$ cat config.mk
export PLATFORM = sky130hd
export DESIGN_NAME = half_duplex_bus_ctrl
export DESIGN_NICKNAME = d
export VERILOG_FILES = /design/src/rtl/half_duplex_bus_ctrl.sv
export SDC_FILE = /design/constraint.sdc
export NUM_CORES = 1
export LEC_CHECK = 0
export CAP_MARGIN = 20
export CORE_MARGIN = 2
export CORE_UTILIZATION = 40
export CTS_CLUSTER_DIAMETER = 120
export DETAILED_ROUTE_END_ITERATION = 10
export PLACE_DENSITY_LB_ADDON = 0.12
export SLEW_MARGIN = 0
export SYNTH_ARGS = -nofsm -noshare
export SYNTH_HDL_FRONTEND = slang
export SYNTH_SLANG_ARGS = --single-unit
$ cat constraint.sdc
create_clock -name clk -period 1.85 [get_ports clk]
set_input_delay 0.555 -clock clk [delete_from_list [all_inputs] [get_ports clk]]
set_output_delay 0.555 -clock clk [all_outputs]
set_load 0.02 [all_outputs]
$ cat src/rtl/half_duplex_bus_ctrl.sv
// half_duplex_bus_ctrl
// Sequences one side of a shared half-duplex bus. It drives the buffer
// direction, supplies outbound words and captures inbound words. Every
// direction change gets TURN_CYC dead cycles, and each transmit burst is
// capped at MAX_BURST words so the remote side always gets a turn.
module half_duplex_bus_ctrl #(
  parameter int WIDTH     = 8,
  parameter int TURN_CYC  = 2,
  parameter int MAX_BURST = 16
) (
  input  logic             clk,
  input  logic             rst_n,
  input  logic             tx_valid,
  input  logic [WIDTH-1:0] tx_data,
  output logic             tx_ready,
  input  logic             rx_en,
  input  logic [WIDTH-1:0] bus_din,
  output logic [WIDTH-1:0] bus_dout,
  output logic             dir,
  output logic             bus_strobe,
  output logic [WIDTH-1:0] rx_data,
  output logic             rx_valid,
  output logic             busy
);

  localparam int TURN_W  = $clog2(TURN_CYC + 1);
  localparam int BURST_W = $clog2(MAX_BURST + 1);

  localparam logic [TURN_W-1:0]  TURN_LAST = TURN_W'(TURN_CYC - 1);
  localparam logic [BURST_W-1:0] BURST_MAX = BURST_W'(MAX_BURST);

  typedef enum logic [1:0] {
    ST_RX      = 2'd0,
    ST_TURN_TX = 2'd1,
    ST_TX      = 2'd2,
    ST_TURN_RX = 2'd3
  } state_t;

  state_t             state_q, state_d;
  logic [TURN_W-1:0]  turn_cnt_q, turn_cnt_d;
  logic [BURST_W-1:0] burst_cnt_q, burst_cnt_d;
  logic [WIDTH-1:0]   bus_dout_q, bus_dout_d;
  logic               bus_strobe_q, bus_strobe_d;
  logic [WIDTH-1:0]   rx_data_q, rx_data_d;
  logic               rx_valid_q, rx_valid_d;
  logic               dir_q, dir_d;
  logic               accept;

  // Handshake and busy flag come straight from state and burst count so the
  // upstream sees tx_ready drop in the same cycle the burst fills up.
  assign tx_ready = (state_q == ST_TX) && (burst_cnt_q < BURST_MAX);
  assign busy     = (state_q != ST_RX);
  assign accept   = tx_valid && tx_ready;

  assign bus_dout   = bus_dout_q;
  assign bus_strobe = bus_strobe_q;
  assign rx_data    = rx_data_q;
  assign rx_valid   = rx_valid_q;
  assign dir        = dir_q;

  // Next-state logic: direction sequencing, dead-cycle and burst counting,
  // and the data/strobe values to be registered at the next edge.
  always_comb begin
    state_d      = state_q;
    turn_cnt_d   = turn_cnt_q;
    burst_cnt_d  = burst_cnt_q;
    bus_dout_d   = bus_dout_q;
    bus_strobe_d = 1'b0;
    rx_data_d    = rx_data_q;
    rx_valid_d   = 1'b0;

    case (state_q)
      ST_RX: begin
        // The remote keeps the bus while it talks; a pending send waits.
        if (rx_en) begin
          rx_data_d  = bus_din;
          rx_valid_d = 1'b1;
        end else if (tx_valid) begin
          state_d    = ST_TURN_TX;
          turn_cnt_d = '0;
        end
      end

      ST_TURN_TX: begin
        // Enter TX even if the request vanished; TX then leaves at once.
        if (turn_cnt_q == TURN_LAST) begin
          state_d     = ST_TX;
          turn_cnt_d  = '0;
          burst_cnt_d = '0;
        end else begin
          turn_cnt_d = turn_cnt_q + TURN_W'(1);
        end
      end

      ST_TX: begin
        if (accept) begin
          bus_dout_d   = tx_data;
          bus_strobe_d = 1'b1;
          burst_cnt_d  = burst_cnt_q + BURST_W'(1);
        end
        // The exit cycle can never accept, so the last strobe sees dir=1.
        if (!tx_valid || (burst_cnt_q == BURST_MAX)) begin
          state_d     = ST_TURN_RX;
          turn_cnt_d  = '0;
          burst_cnt_d = '0;
        end
      end

      ST_TURN_RX: begin
        if (turn_cnt_q == TURN_LAST) begin
          state_d    = ST_RX;
          turn_cnt_d = '0;
        end else begin
          turn_cnt_d = turn_cnt_q + TURN_W'(1);
        end
      end

      default: begin
        state_d     = ST_RX;
        turn_cnt_d  = '0;
        burst_cnt_d = '0;
      end
    endcase

    // Direction is registered from the upcoming state so it is glitch-free.
    dir_d = (state_d == ST_TX);
  end

  // State and registered outputs; reset forces receive direction instantly.
  always_ff @(posedge clk or negedge rst_n) begin
    if (!rst_n) begin
      state_q      <= ST_RX;
      turn_cnt_q   <= '0;
      burst_cnt_q  <= '0;
      bus_dout_q   <= '0;
      bus_strobe_q <= 1'b0;
      rx_data_q    <= '0;
      rx_valid_q   <= 1'b0;
      dir_q        <= 1'b0;
    end else begin
      state_q      <= state_d;
      turn_cnt_q   <= turn_cnt_d;
      burst_cnt_q  <= burst_cnt_d;
      bus_dout_q   <= bus_dout_d;
      bus_strobe_q <= bus_strobe_d;
      rx_data_q    <= rx_data_d;
      rx_valid_q   <= rx_valid_d;
      dir_q        <= dir_d;
    end
  end

endmodule
# Yosys cells after proc, flatten, opt, wreduce, memory -nomap -nowiden
# Cells that the tools add are included.
totals:
  elab_cells: 53
  reg_bits: 28
classes:
  n_reduce_logical: 12
  eq_ne: 11
  n_lt_le_gt_ge: 1
  n_mux: 19
  addsub: 2
ops:
  columns: ["operator", "n"]
  rows:
  - ["2-to-1 mux 2 bit", 9]
  - ["2-to-1 mux 5 bit", 3]
  - ["one-hot mux 5 bit (2 select lines)", 1]
  - ["one-hot mux 2 bit (4 select lines)", 1]
  - ["== test 2 bit (second input constant)", 3]
  - ["!= test 2 bit (second input constant)", 3]
  - ["one-hot mux 2 bit (3 select lines)", 1]
  - ["AND reduction 3 bit", 2]
  - ["adder 5 x 1 -> 5 bit (second input constant)", 1]
  - ["== test 5 bit (second input constant)", 1]
  - ["less-than comparator 5 bit (second input constant)", 1]
  - ["== test 2 x 1 -> 1 bit (second input constant)", 2]
  - ["2-to-1 mux 1 bit", 4]
  - ["AND reduction 2 bit", 2]
  - ["nonzero test 2 bit", 2]
  - ["!= test 3 x 2 -> 1 bit (second input constant)", 1]
  - ["adder 2 x 1 -> 2 bit (second input constant)", 1]
  - ["logical AND 1 bit", 2]
  - ["zero test 2 bit", 1]
  - ["!= test 2 x 1 -> 1 bit (second input constant)", 1]
  - ["OR reduction 2 bit", 1]
  - ["zero test 1 bit", 1]
  - ["logical OR 1 bit", 1]

# Logic depth before layout (Yosys ltp)
# Gate-level depths: netlist of run 1.
depth:
  depth_word: 6
  mapped_depth: 5
  mapped_depth_nobuf: 5

# Worst setup path after synthesis of run 1
# OpenSTA, ideal clock, no wires.
synth_timing:
  path_kind: "flip-flop to output port"
  start: "reg state_q[1]"
  end: "out tx_ready"
  path_slack_ns: 0.185
  n_path_buf: 1
  stages_incl_launch_ff: 3
  arrival_time_ns: 1.110
  cell_sequence: "dfrtp_1 > buf_2 > nor3b_1"
synth_via:
  elab_chain_len: 2
synth_rtl:
  columns: ["item", "line", "source"]
  rows:
  - ["start: declaration", "39", "state_t state_q, state_d;"]
  - ["start signal: assignment", "141", "state_q <= state_d;"]
  - ["== test 2 bit", "51", "assign tx_ready = (state_q == ST_TX) && (burst_cnt_q < BURST_MAX);"]
  - ["logical AND 1 bit", "51", null]
  - ["end: declaration", "15", "output logic tx_ready,"]
# No other way between the ends.

# Worst setup path after layout of run 1
layout_timing:
  start: "reg state_q[1]"
  end: "out busy"
layout_via:
  elab_chain_len: 1
layout_rtl:
  columns: ["item", "line", "source"]
  rows:
  - ["nonzero test 2 bit", "52", "assign busy = (state_q != ST_RX);"]
  - ["end: declaration", "23", "output logic busy"]
# No other way between the ends.

==> summary.md, run 1 <==
| Metric | Value |
|---|---|
| Status | `completed` |
| P_int | `1.73 mW` |
| Crit-path max FO | `4` |
| Total negative slack | `0 ns` |
| Fin. Hold Viols | `0` |
| Hold Crit Class | `reg2reg` |
| CP Data Required Time | `1.29 ns` |
| Seq/Total Area, Yosys | `56.3%` |
| Synth top area cells | `dfrtp_1 56%, mux2_1 14%, ha_1 2.0%, mux2_2 1.8%, nand4b_1 1.4%` |
| Core area | `3000 um2` |
| Clk buf depth | `2` |
| I/O pin cnt | `41` |
| Min Tclk post-route | `1.76 ns` |
| Cell variety after synth | `36` |
| Initial DRT Pass Iterations | `4` |
| Die width | `59.8 um` |
| Die Y | `59.8 um` |
| Fillers | `261` |
| Finish-stage setup viols | `0` |
| Worst rel slew slack | `76.7%` |
| Sink Count | `28` |
| Starting Density | `41.4%` |
| Top cells by count, synth | `28 x dfrtp_1, 15 x mux2_1, 4 x inv_1, 4 x nand2_1, 3 x buf_2` |
| Clk slew on worst S/H paths | `0.15 ns` |
| Final ANT Viol Nets | `0` |
| Top_reg_cell synth | `dfrtp_1` |
| Startpoint types | `register` |
| Routed len/inst | `13.9 um` |
| Die footprint | `3570 um2` |
| Leakage | `0.821 nW` |
| Crit end category | `output port` |
| Critical Path AT | `1.20 ns` |
| RSZ-0062 raised after global routing | `no` |
| CP Class | `reg2out` |
| Dpl hpwl | `1.86 mm` |
| Final Skew | `0.00432 ns` |
| Initial antenna violation count | `0` |
| Largest net degree at the start of global routing | `29` |
| Clock tree root buffer cell | `clkbuf_4` |
| VDD IR max | `0.000678 V` |
| First-pass GRT wire length | `4.22 mm` |
| Total gr overflow | `0` |
| Placement row count | `20` |
| Share of cells above drive strength 1 | `15.3%` |
| Ys Warns | `0` |
| Max-slew violations | `0` |
| Placed cell count | `172` |
| Period utilization | `95.0%` |
| Post-synth top area share | `56.3%` |
| Sequential power share | `37.5%` |
| Ant diodes | `0` |
| Vias per cell | `5.27` |
| Clk pwr share | `14.5%` |
| Hold Buf Count CTS | `0` |
| Number of global-route vias before repair | `973` |
| Post-synth EDFFs | `0` |
| Syn_area_per_cell | `13.1 um2` |
| Syn Nets | `117` |
| Vias | `932` |
| Non-filler cells, final | `177` |
| Sw frac | `37.4%` |
| Register bit count reported by yosys | `28` |
| Worst slew pin tran | `0.349 ns` |
| Starting DRT DRC Count | `23` |
| Port Buf Inserts | `40` |
| All-Layer GR Usage | `15.9%` |
| Synth Instances | `95` |
| # DRC | `0` |
| Most frequent cell after synthesis | `dfrtp_1` |
| Nets | `167` |
| Placer Congestion | `0.735` |
| Mapped Area | `1240 um2` |
| Ys async rst share | `100%` |
| Max_cap viols | `0` |
| CTS Buf Count | `3` |
| Post-synth top area cell | `dfrtp_1` |
| P_sw | `1.03 mW` |
| Final WL | `2.47 mm` |
| Pwr per Cell Area | `1560 nW/um2` |
| Max Fclk | `569 MHz` |
| Worst-Skew Late Latency | `0.33 ns` |
| CTS tree | `built` |
| Synth-to-Final Area Change | `41.9%` |
| Comb pwr share | `48.0%` |
| H-tree lvl count | `1` |
==> stage by stage <==
stage / worst slack (ns) / cell area [um2] / power [mW] / utilization [%] / hold slack, ns
global placement: -0.0917 / 1720 / 2.48 / 57.3 / 0.468
CTS: 0.00595 / 1760 / 2.80 / 58.6 / 0.504
floorplan: 0.185 / 1240 / 1.86 / - / 0.259
finish: 0.0930 / 1760 / 2.76 / 58.8 / 0.495
detailed placement: -0.127 / 1720 / 2.52 / 57.3 / 0.474
global route: 0.0120 / 1760 / 2.96 / 58.8 / 0.524
==> area by class of cell <==
type                    instances  area (um2)  area share [%]
multi-input cells              59         513            29.1
well taps                      33        41.3            2.34
clock inverters                 1        30.0            1.70
clock buffers                   3        22.5            1.28
flip-flops and latches         28         701            39.7
inverters                       4        15.0           0.851
repair buffers                 49         442            25.0
==> cells in the final DEF, fill, tap and decap left out, types with 2 or more instances in the layout <==
cell | netlist | routed
nand3b_1 | 2 | 2
dlygate4sd2_1 | 0 | 17
clkdlybuf4s50_1 | 0 | 19
buf_4 | 0 | 9
nand4b_1 | 2 | 2
nand3_1 | 2 | 2
o22ai_1 | 2 | 2
nand2b_1 | 2 | 2
nand2_1 | 4 | 4
clkbuf_4 | 0 | 3
dlymetal6s2s_1 | 0 | 2
dfrtp_1 | 28 | 28
nor2_1 | 2 | 2
a31oi_1 | 2 | 2
mux2_1 | 15 | 15
mux2_2 | 2 | 2
inv_1 | 4 | 4
ha_1 | 2 | 2
buf_2 | 3 | 2
==> critical path, stage by stage (launching register included) <==
cell,delay (ns)
dfrtp_1,0.45
or2_1,0.26
buf_2,0.17
==> power groups by stage <==
stage	clock [mW]	sequential (mW)	combinational (mW)
2_1_floorplan	0	1.28	0.582
3_3_place_gp	0	1.05	1.43
3_5_place_dp	0	1.06	1.47
4_1_cts	0.415	1.03	1.35
5_1_grt	0.440	1.07	1.44
6_report	0.400	1.03	1.33
==> sequential cells by signal, indices dropped and copies added, names as in the netlist <==
signal / count
state_q: 2
burst_cnt_q: 5
rx_data: 8
turn_cnt_q: 2
dir: 1
bus_strobe: 1
bus_dout: 8
rx_valid: 1
==> routing by layer <==
layer	vias up	GRT usage, %	part of all wire [%]	wire (um)
met2	35	28.4	51	1260
li1	442	-	-	-
met1	448	17.5	41	1020
met5	-	0	0	0
met4	0	6.35	1.4	34
met3	7	4.55	6.4	159
==> path summary, 6_finish.rpt <==
path,start,end,slack (ns),depth (start not counted)
max reg2reg,state_q[1]$_DFF_PN0_,burst_cnt_q[3]$_DFFE_PN0P_,0.15,5
max,state_q[1]$_DFF_PN0_,busy,0.09,2
min in group asynchronous,rst_n,rx_data[2]$_DFFE_PN0P_,0.59,2
min,rx_data[3]$_DFFE_PN0P_,rx_data[3]$_DFFE_PN0P_,0.50,1
max in group asynchronous,rst_n,rx_valid$_DFF_PN0_,1.01,2
min reg2reg,rx_data[3]$_DFFE_PN0P_,rx_data[3]$_DFFE_PN0P_,0.50,1
==> logic make-up after synthesis <==
kind of cell               Yosys count  synth area share, %
DFF                                 28                 56.3
and+or+nand+nor                     26                 14.3
muxes                               17                 15.4
AOI/OAI and AO/OA                   13                 7.95
buffers and inverters                8                 3.32
adders and majority gates            2                 2.01
xor gates and xnor gates             1                0.704
==> what timing repair did <==
| item | in CTS | in global routing |
|---|---|---|
| endpoints found under the setup margin | 19 | 3 |
| gates resized for setup | 26 | 4 |
| setup buffers | 1 | 0 |
Note: power is estimated with default switching activity, not from simulation.
==> inputs of run 2 (changes only) <==
CTS_CLUSTER_DIAMETER = not set   (was 120)
RECOVER_POWER = 100   (was not set)
==> run 2 against run 1 <==
Compared with the run above: worst setup slack is essentially flat; first-iteration DRC count grew 52%; sequential share of layout area grew 0.63 points; maximum frequency is essentially flat; die area is the same; cell area shrank 1.6%; hold slack is essentially flat; highest routed layer unchanged.
==> summary.md, run 2 (synthesis results as in run 1) <==
| Metric | Value |
|---|---|
| CP Class | `reg2out` |
| Crit-path max FO | `4` |
| Number of global-route vias before repair | `973` |
| Core area | `3000 um2` |
| Fin. Hold Viols | `0` |
| Starting DRT DRC Count | `35` |
| Initial antenna violation count | `0` |
| Reg area | `701 um2` |
| P_int | `1.69 mW` |
| Worst rel slew slack | `54.6%` |
| H-tree lvl count | `1` |
| Die footprint | `3570 um2` |
| CTS Buf Count | `3` |
| CTS tree | `built` |
| Final ANT Viol Nets | `0` |
| All-Layer GR Usage | `15.9%` |
| Share of cells above drive strength 1 | `13.9%` |
| Largest net degree at the start of global routing | `29` |
| Die Y | `59.8 um` |
| Ant diodes | `0` |
| # DRC | `0` |
| R2R setup slack | `0.12 ns` |
| Min-delay src | `rx_data[3]$_DFFE_PN0P_` |
| RSZ-0062 raised after global routing | `no` |
| Status | `completed` |
| Clk slew on worst S/H paths | `0.15 ns` |
| I/O pin cnt | `41` |
| Min Tclk post-route | `1.76 ns` |
| Die width | `59.8 um` |
| Clk buf depth | `2` |
| Final WL | `2.45 mm` |
| Worst Hold Depth | `1` |
| P_sw | `1.03 mW` |
| First-pass GRT wire length | `4.22 mm` |
| Vias per cell | `5.24` |
| Routed len/inst | `13.9 um` |
| Final Skew | `0.00521 ns` |
| Commonest non-fill, non-tap cell in the layout | `dfrtp_1` |
| Period utilization | `95.0%` |
| FF-to-FF End | `burst_cnt_q[3]$_DFFE_PN0P_` |
| Nets | `167` |
| Dpl hpwl | `1.86 mm` |
| Worst-Skew Late Latency | `0.33 ns` |
| Final hold slack | `0.495 ns` |
| Total Power | `2.72 mW` |
| Max_cap viols | `0` |
| Comb pwr share | `47.3%` |
| Placement row count | `20` |
| Worst setup margin | `0.0926 ns` |
| VDD IR max | `0.000677 V` |
| Initial DRT Pass Iterations | `4` |
| Leakage | `0.777 nW` |
| Placer Congestion | `0.735` |
| Max-slew violations | `0` |
| Hold Crit Class | `reg2reg` |
| Worst slew pin tran | `0.681 ns` |
| Commonest non-fill, non-tap cells in the layout | `28 x dfrtp_1, 18 x clkdlybuf4s50_1, 17 x dlygate4sd2_1` |
| Fillers | `266` |
| Pwr per Cell Area | `1570 nW/um2` |
| Finish-stage setup viols | `0` |
| Dpl ws | `-0.127 ns` |
| Sink Count | `28` |
| Clk pwr share | `14.7%` |
| Sequential power share | `37.9%` |
| Sw frac | `37.9%` |
| Crit end category | `output port` |
| Max Fclk | `569 MHz` |
| Starting Density | `41.4%` |
| Worst Hold End | `rx_data[3]$_DFFE_PN0P_` |
| CP Data Required Time | `1.29 ns` |
| Worst r2r src | `state_q[1]$_DFF_PN0_` |
| Critical Path AT | `1.20 ns` |
| Startpoint types | `register` |
| Area of the multi-input gates | `513 um2` |
| Vias | `927` |
| Clock tree root buffer cell | `clkbuf_4` |
| Synth-to-Final Area Change | `39.6%` |
| Port Buf Inserts | `40` |
| Total gr overflow | `0` |
| Worst R2R Path Depth | `5` |
-- run 2: changes by cell type in the layout (fill, tap and decap cells not counted) --
cell	before	now
buf_4	9	5
clkbuf_1	0	4
clkdlybuf4s50_1	19	18
clkbuf_2	0	2
dlymetal6s2s_1	2	0
dlygate4sd3_1	0	1
clkbuf_4	3	4
buf_2	2	1
-- run 2: power by group through the flow --
stage / Sequential [mW] / Clock (mW) / Combinational [mW]
after detailed placement: 1.06 / 0 / 1.47
final: 1.03 / 0.401 / 1.29
after global placement: 1.05 / 0 / 1.43
after floorplan: 1.28 / 0 / 0.582
after global routing: 1.07 / 0.440 / 1.41
after CTS: 1.03 / 0.415 / 1.35
-- run 2: timing repair --
action | CTS | global route
gates resized for setup | 26 | 4
endpoints found under the setup margin | 19 | 3
setup buffers | 1 | 0
hold buffers | 0 | 0
-- run 2: cell type report --
class,instances,share of cell area (%)
clock inverters,1,1.73
clock buffers,3,1.30
repair buffers,49,23.8
multi-input cells,59,29.5
flip-flops and latches,28,40.3
inverters,4,0.865
well taps,33,2.38
-- run 2: critical path, stage by stage, from the launching register on --
cell	delay, ns
dfrtp_1	0.45
or2_1	0.26
buf_2	0.17
-- run 2: worst max path at each step --
| stage | startpoint | endpoint | slack (ns) | depth (start not counted) |
|---|---|---|---|---|
| 2_1_floorplan | state_q[1]$_DFF_PN0_ | tx_ready | 0.18 | 2 |
| 3_3_place_gp | tx_valid | bus_dout[0]$_DFFE_PN0P_ | -0.09 | 5 |
| 3_5_place_dp | tx_valid | bus_dout[3]$_DFFE_PN0P_ | -0.13 | 5 |
| 4_1_cts | rx_valid$_DFF_PN0_ | rx_valid | 0.006 | 1 |
| 5_1_grt | state_q[1]$_DFF_PN0_ | busy | 0.01 | 2 |
| 6_report | state_q[1]$_DFF_PN0_ | busy | 0.09 | 2 |
-- run 2: through the flow --
stage / instance area, um2 / std cells / setup TNS [ns] / util (%)
floorplan: 1240 / 95 / 0 / -
global placement: 1720 / 172 / -0.664 / 57.3
detailed placement: 1720 / 172 / -0.978 / 57.3
CTS: 1760 / 177 / 0 / 58.6
global route: 1740 / 177 / 0 / 57.8
finish: 1740 / 177 / 0 / 57.8
-- run 2: metal layers --
layer | vias to the layer above | wire length [um] | track usage, %
met4 | 0 | 38 | 6.35
met5 | - | 0 | 0
met3 | 8 | 148 | 4.55
met2 | 31 | 1250 | 28.4
met1 | 445 | 1020 | 17.5
li1 | 443 | - | -
==> inputs of run 3 (changes only) <==
CAP_MARGIN = not set   (was 20)
DONT_BUFFER_PORTS = 1   (was not set)
SLEW_MARGIN = 10   (was 0)
==> run 3 against run 2 <==
Compared with the run above: clock power fell by 2%; register-to-register slack improved by 0.11 ns; critical endpoint is now tx_ready; non-clock buffer count fell by 39; sequential share of layout area rose by 10 points; first-iteration DRC count fell by 51%; power fell by 9.3%; critical path depth did not move; cell area fell by 20%; flip-flop and latch count did not move; combinational power fell by 43%.
==> summary.md, run 3 (synthesis results as in run 1) <==
| Metric | Value |
|---|---|
| Die width | `59.8 um` |
| Final WL | `2.10 mm` |
| Clk slew on worst S/H paths | `0.14 ns` |
| Min Tclk post-route | `1.76 ns` |
| Pwr per Cell Area | `1780 nW/um2` |
| Nets | `128` |
| Finished Cell Area | `1390 um2` |
| Commonest non-fill, non-tap cells in the layout | `25 x dfrtp_1, 15 x mux2_1, 6 x buf_4` |
| VDD IR max | `0.000642 V` |
| RSZ-0062 raised after global routing | `no` |
| Crit end category | `output port` |
| Worst rel slew slack | `55.7%` |
| Comb pwr share | `29.6%` |
| Area after DPL | `1270 um2` |
| Starting DRT DRC Count | `17` |
| Final hold slack | `0.347 ns` |
| CP Class | `reg2out` |
| Initial antenna violation count | `0` |
| Synth-to-Final Area Change | `11.9%` |
| Worst Hold Depth | `1` |
| Largest net degree at the start of global routing | `29` |
| First-pass GRT wire length | `3.47 mm` |
| Max_cap viols | `0` |
| # DRC | `0` |
| Number of global-route vias before repair | `759` |
| Sw frac | `39.0%` |
| CTS Buf Count | `3` |
| Worst-Skew Late Latency | `0.32 ns` |
| Finish-stage setup viols | `0` |
| Max-slew violations | `0` |
| Sequential power share | `54.5%` |
| Commonest non-fill, non-tap cell in the layout | `dfrtp_1` |
| Sink Count | `28` |
| Placed cell count | `126` |
| Placement row count | `20` |
| Period utilization | `95.3%` |
| Leakage | `0.600 nW` |
| Fin. Hold Viols | `0` |
| Ant diodes | `0` |
| Clk buf depth | `2` |
| Vias per cell | `5.44` |
| Worst R2R Path Depth | `5` |
| Core area | `3000 um2` |
| Starting Density | `41.4%` |
| Die Y | `59.8 um` |
| Initial DRT Pass Iterations | `4` |
| CTS tree | `built` |
| I/O pin cnt | `41` |
| Port Buf Inserts | `0` |
| Vias | `751` |
| Routed len/inst | `15.2 um` |
| CP Data Required Time | `1.29 ns` |
| Hold Crit Class | `in2reg` |
| Fillers | `270` |
| Share of cells above drive strength 1 | `21.0%` |
| Crit-path max FO | `7` |
| Dpl hpwl | `1.49 mm` |
| Die footprint | `3570 um2` |
| Total negative slack | `0 ns` |
| Worst slew pin tran | `0.665 ns` |
| Max Fclk | `567 MHz` |
| All-Layer GR Usage | `13.1%` |
| P_int | `1.51 mW` |
| Critical Path AT | `1.21 ns` |
| Status | `completed` |
| Non-filler cells, final | `138` |
| Final ANT Viol Nets | `0` |
| Final Skew | `0.00372 ns` |
| Total gr overflow | `0` |
| Clock tree root buffer cell | `clkbuf_4` |
| Startpoint types | `register` |
| Placer Congestion | `0.749` |
| P_sw | `964 uW` |
| Clk pwr share | `15.9%` |
| H-tree lvl count | `1` |
## run 3: cell count changes in the layout (fill, tap and decap cells not counted), moves of 3 or more
| cell | previous run | this run |
|---|---|---|
| clkdlybuf4s50_1 | 18 | 0 |
| dfrtp_2 | 0 | 3 |
| clkbuf_1 | 4 | 1 |
| dlygate4sd2_1 | 17 | 0 |
| dfrtp_1 | 28 | 25 |
## run 3: layout make-up
cell class                 instances  area [um2]  share of cell area, %
sequential                        28         704                   50.6
multi-input combinational         59         507                   36.4
timing repair buffer              10        71.3                   5.13
tap                               33        41.3                   2.97
clock inverter                     1        30.0                   2.16
clock buffer                       3        22.5                   1.62
inverter                           4        15.0                   1.08
## run 3: final timing paths
kind	startpoint	to	slack, ns
hold / removal	tx_data[5]	bus_dout[5]$_DFFE_PN0P_	0.35
hold reg to reg	burst_cnt_q[1]$_DFFE_PN0P_	burst_cnt_q[1]$_DFFE_PN0P_	0.59
setup / recovery	burst_cnt_q[4]$_DFFE_PN0P_	tx_ready	0.09
max in group asynchronous	rst_n	burst_cnt_q[4]$_DFFE_PN0P_	0.61
min in group asynchronous	rst_n	rx_data[3]$_DFFE_PN0P_	0.77
setup reg to reg	state_q[0]$_DFF_PN0_	bus_dout[4]$_DFFE_PN0P_	0.23
## run 3: power groups by stage
stage / logic [mW] / registers [mW] / clock network [mW]
floorplan: 0.582 / 1.28 / 0
global placement: 0.596 / 1.37 / 0
detailed placement: 0.615 / 1.38 / 0
CTS: 0.636 / 1.37 / 0.417
global route: 0.830 / 1.39 / 0.445
finish: 0.732 / 1.35 / 0.394
## run 3: through the flow
step	setup slack [ns]	utilization, %	power, mW
floorplan	0.185	-	1.86
global route	0.00529	46.3	2.66
detailed placement	0.220	42.4	2.00
finish	0.0860	46.3	2.47
CTS	0.00545	45.0	2.42
global placement	0.242	42.4	1.97
## run 3: timing repair
item / 4_1_cts / 5_1_grt
setup buffers: 0 / 6
hold buffers: 1 / 1
cloned: 0 / 0
endpoints found under the hold margin: 28 / 28
setup endpoints to repair: 1 / 2
gates resized for setup: 2 / 2
## run 3: worst max-delay path, cell delays in order (launching register included)
cell     delay, ns
dfrtp_2       0.48
nor3b_2       0.23
buf_4         0.17
## run 3: layer usage
layer,GRT usage [%],wire length [um]
met2,22.0,995
met4,4.76,27
met3,3.46,105
met5,0,0
met1,16.0,967
